<file path="src/rtl/mac_psum_acc.sv">
// Folds n_chunk signed mac psums into one saturating bw_acc result and queues it in a 2-entry buffer.
// Result visible 1 clk after its final psum; input never stalls, a full buffer drops the result (sticky drop_flag).
module mac_psum_acc #(
  parameter int bw_psum = 19,
  parameter int bw_acc  = 24,
  parameter int n_chunk = 8,
  localparam int cnt_w  = (n_chunk > 1) ? $clog2(n_chunk) : 1
) (
  input  logic                clk,
  input  logic                reset,
  input  logic                in_valid,
  input  logic [bw_psum-1:0]  in_psum,
  output logic                out_valid,
  input  logic                out_ready,
  output logic [bw_acc-1:0]   out_data,
  output logic [cnt_w-1:0]    chunk_cnt,
  output logic                sat_flag,
  output logic                drop_flag
);

  localparam logic [bw_acc-1:0] acc_max  = {1'b0, {(bw_acc-1){1'b1}}};
  localparam logic [bw_acc-1:0] acc_min  = {1'b1, {(bw_acc-1){1'b0}}};
  localparam logic [cnt_w-1:0]  cnt_last = cnt_w'(n_chunk - 1);

  logic [bw_acc-1:0] acc_q, acc_d;
  logic [cnt_w-1:0]  cnt_q, cnt_d;
  logic [bw_acc:0]   ext, base, sum;
  logic              ovf;
  logic [bw_acc-1:0] clamped;
  logic [bw_acc-1:0] mem_q [2];
  logic              rd_q, wr_q;
  logic [1:0]        count_q, count_d;
  logic              sat_q, drop_q;
  logic              last, push, pop, accept;

  always_comb begin
    ext  = {{(bw_acc + 1 - bw_psum){in_psum[bw_psum-1]}}, in_psum};
    // The first psum of a result reloads instead of adding to the previous result.
    base = (cnt_q == '0) ? '0 : {acc_q[bw_acc-1], acc_q};
    sum  = base + ext;
    ovf  = sum[bw_acc] ^ sum[bw_acc-1];
    if (!ovf)             clamped = sum[bw_acc-1:0];
    else if (sum[bw_acc]) clamped = acc_min;
    else                  clamped = acc_max;

    last   = (cnt_q == cnt_last);
    push   = in_valid && last;
    pop    = (count_q != 2'd0) && out_ready;
    // A pop in the same cycle frees a slot even when the buffer is full.
    accept = push && ((count_q != 2'd2) || pop);

    acc_d = acc_q;
    cnt_d = cnt_q;
    if (in_valid) begin
      acc_d = clamped;
      cnt_d = last ? '0 : cnt_q + cnt_w'(1);
    end
    count_d = count_q + {1'b0, accept} - {1'b0, pop};
  end

  always_ff @(posedge clk) begin
    if (reset) begin
      acc_q    <= '0;
      cnt_q    <= '0;
      count_q  <= 2'd0;
      rd_q     <= 1'b0;
      wr_q     <= 1'b0;
      mem_q[0] <= '0;
      mem_q[1] <= '0;
      sat_q    <= 1'b0;
      drop_q   <= 1'b0;
    end else begin
      acc_q   <= acc_d;
      cnt_q   <= cnt_d;
      count_q <= count_d;
      if (pop) rd_q <= ~rd_q;
      if (accept) begin
        mem_q[wr_q] <= clamped;
        wr_q        <= ~wr_q;
      end
      sat_q  <= sat_q | (in_valid & ovf);
      drop_q <= drop_q | (push & ~accept);
    end
  end

  assign out_valid = (count_q != 2'd0);
  assign out_data  = out_valid ? mem_q[rd_q] : '0;
  assign chunk_cnt = cnt_q;
  assign sat_flag  = sat_q;
  assign drop_flag = drop_q;

endmodule

</file>
<file path="config.mk">
export PLATFORM = sky130hd
export DESIGN_NAME = mac_psum_acc
export DESIGN_NICKNAME = d
export VERILOG_FILES = /design/src/rtl/mac_psum_acc.sv
export SDC_FILE = /design/constraint.sdc
export NUM_CORES = 1
export LEC_CHECK = 0
export BUFFER_PORTS_ARGS = -buffer_cell sky130_fd_sc_hd__buf_4
export CORE_UTILIZATION = 36
export CTS_CLUSTER_SIZE = 24
export DETAILED_ROUTE_END_ITERATION = 8
export PLACE_DENSITY = 0.49
export SYNTH_ARGS = -nofsm -noshare
export SYNTH_HDL_FRONTEND = slang
export SYNTH_SLANG_ARGS = --single-unit
</file>
<file path="constraint.sdc">
create_clock -name clk -period 4.35 [get_ports clk]
set_clock_uncertainty 0.1 [all_clocks]
set_input_delay 0.87 -clock clk [delete_from_list [all_inputs] [get_ports clk]]
set_output_delay 0.87 -clock clk [all_outputs]
set_load 0.05 [all_outputs]
</file>
==> results.cfg <==
[clocking]
clk_latency_ns = 0.34
postCtsSetupRepairBufs = 0
cts_hold_buf = 0
cts.reportedPaths.clkPinSlew_ns = 0.06
cts_tree = yes
clockBufferDepth = 2
root_buffer = clkbuf_16
htreeDepth = 3
numCtsBuffers = 9
cts_sinks = 82

[worst_setup_path]
regToRegSetupSlack_ns = 0.37
crit_slowest_cell = a2111oi_2
worst_setup_path_end_kind = flip-flop
critPathMaxStageDelay_ns = 0.51
crit_required_ns = 4.50
cp.arrival_ns = 4.13
path_cells = inv_1, ha_1, nand2b_2, and2_1, ha_1, inv_1, fa_1, nand2b_1, a21o_1, a21o_1, a2111oi_2, a2111o_1, buf_4, nand3_1, o221ai_1
crit_type = flip-flop to flip-flop
path_max_fanout = 15
worstSetupStartpointType = flip-flop

[yosys]
synth_compound_area_share_pct = 19.9
yosys.area_share.simple_pct = 18.1
syn-cell-area_mm2 = 0.00512
synth_seq_cells = 82
synth_ff_type = edfxtp_1
synthMuxAreaShare_pct = 5.28
synth-edff-count = 48
ys_types = 59
synthArstFlopShare_pct = 0
ys_seq_area_share_pct = 41.4
synthXorXnorAreaFrac_pct = 3.59
synth_fp_nets = 590
synth_top_family_by_area = compound AO/OA/AOI/OAI gates
synth-adder-area-share_pct = 7.48
ys.warnings.count = 0
synth_cells = 537
synth_area_per_cell_um2 = 9.54

[cells_and_area]
drive_gt1_share_pct = 15.9
mostFrequentLayoutCell = buf_4
fill_cells = 1387
layout.nets = 632
syn_to_final_growth_pct = 17.2
final_cell_mix = buf_4 (64), a21oi_1 (58), nor2_1 (56)
diodes = 0
design_area_mm2 = 0.00600

[timing]
setup_viol = 0
final_max_slew_viol_count = 0
fin_crit_ns = 3.98
hold_viol_final = 0
post-route-period-util_pct = 91.5
maxSlewHeadroom_pct = 63.3
worst_pin_slew_ns = 0.550
rsz0062_at_grt = false
timing.fmax_ghz = 0.251
fin_tns_setup_ns = 0

[floorplan]
die_x_um = 121
core_mm2 = 0.0139
initial_core_util_pct = 36.9
rows = 43
die-area_mm2 = 0.0147
die_height_um = 121
pin_count = 53

[power_and_ir_drop]
combPwrFrac_pct = 36.1
internal_power_w = 0.00165
power_w = 0.00262
p_seq_share_pct = 34.7
leakagePower_nw = 2.41
clock_power_share_pct = 29.2
p_sw_share_pct = 37.0
power_switching_w = 0.000970
power_density_mw_per_mm2 = 437
peakVddDrop_v = 0.000196

[route]
dr_total_vias = 4137
first_iter_violations = 309
ant_nets = 0
avgViaCountPerCell = 5.41
wire_per_inst_um = 17.0
route.detailed.drc = 0
routed_wl_um = 13000
first_pass_iters = 5

[global_routing]
grt_usage_pct = 18.4
antenna_found_initial = 0
grt_max_degree = 37
grt_overflow_total = 0
grt_pass1_wl_um = 20700
grt_pass1_vias = 3888

[place]
gp_congestion = 0.856
postPlaceCellArea_mm2 = 0.00570
port_buffers = 52
dp_hpwl_um = 9400

[hold_path]
hold_path.class = flip-flop to flip-flop

[run]
maxCapViolCount = 0

[status]
outcome = complete, no violations
==> cells by family after synthesis <==
| logic type | after synthesis |
|---|---|
| DFF | 82 |
| and+or+nand+nor | 178 |
| buffers and inverters | 50 |
| adders and majority gates | 30 |
| muxes | 27 |
| AOI/OAI and AO/OA | 149 |
| xor gates and xnor gates | 21 |
==> metrics by stage <==
stage	hold WS [ns]	instances	setup slack, ns	util [%]
after floorplan	0.324	537	0.309	-
after global placement	0.351	748	0.300	41.0
after detailed placement	0.350	748	0.190	41.0
after CTS	0.372	764	0.141	43.2
after global routing	0.406	764	0.0259	43.2
final	0.375	764	0.370	43.2
==> power by group through the flow <==
stage               sequential [W]  clock [W]  combinational [W]
floorplan                 0.000927          0           0.000687
global placement          0.000925          0           0.000945
detailed placement        0.000925          0           0.000955
CTS                       0.000910   0.000784           0.000957
global route              0.000917   0.000824            0.00103
finish                    0.000910   0.000767           0.000947
==> flip-flops by register name (all words and copies together) (netlist names), named ones only <==
register	count
rd_q	1
mem_q	48
count_q	2
chunk_cnt	3
wr_q	1
acc_q	24
drop_flag	1
sat_flag	1
==> worst max-delay path, delay by kind of cell (launching register included) <==
family,cells,cell delay [ns]
AO/OA/AOI/OAI,5,1.49
AND/OR/NAND/NOR,4,0.78
adder cells (fa/ha/maj),3,0.76
flip-flops,1,0.40
buffers and inverters,3,0.36
==> path summary, 6_finish.rpt <==
path / endpoint / cells after the start / start
worst max-delay path: acc_q[20] / 15 / chunk_cnt[0]
worst min-delay path: acc_q[18] / 2 / acc_q[18]
worst max register to register: acc_q[20] / 15 / chunk_cnt[0]
worst min register to register: acc_q[18] / 2 / acc_q[18]
==> cell usage after synthesis (4+ instances only) <==
master,number,area share (%)
a211oi_1,5,0.73
a21o_1,7,1.0
a21oi_1,58,5.7
a221o_1,18,3.5
and2_1,28,3.4
buf_2,4,0.39
clkbuf_1,27,2.0
dfxtp_1,34,13
edfxtp_1,48,28
ha_1,29,7.1
inv_1,16,1.2
mux2i_1,27,5.3
nand2_1,18,1.3
nand2b_1,9,1.1
nand3_1,24,2.3
nor2_1,56,4.1
nor2b_1,11,1.3
nor3_1,10,0.98
o2111ai_1,4,0.68
o21a_1,5,0.73
o21ai_0,17,1.7
o21bai_1,4,0.59
o221ai_1,4,0.68
xnor2_1,16,2.7
xor2_1,5,0.86
==> layer usage <==
metal | vias up | track usage, % | share of wire (%)
li1 | 2077 | - | -
met1 | 1975 | 25.9 | 51
met2 | 77 | 29.4 | 45
met3 | 8 | 2.40 | 2.6
met4 | 0 | 5.56 | 0.89
met5 | - | 0 | 0
==> cell type report <==
class	count	area, µm²	area share (%)
Timing Repair Buffer	65	500	8.34
Sequential cell	82	2120	35.4
Inverter	16	60.1	1.00
Clock inverter	7	77.6	1.29
Tap cell	180	225	3.75
Clock buffer	9	225	3.75
Multi-Input combinational cell	405	2790	46.5
==> timing repair <==
item,4_1_cts,5_1_grt
hold endpoints to repair,0,0
endpoints found under the setup margin,0,59
gates resized for setup,0,1
Note: power is estimated with default switching activity, not from simulation.
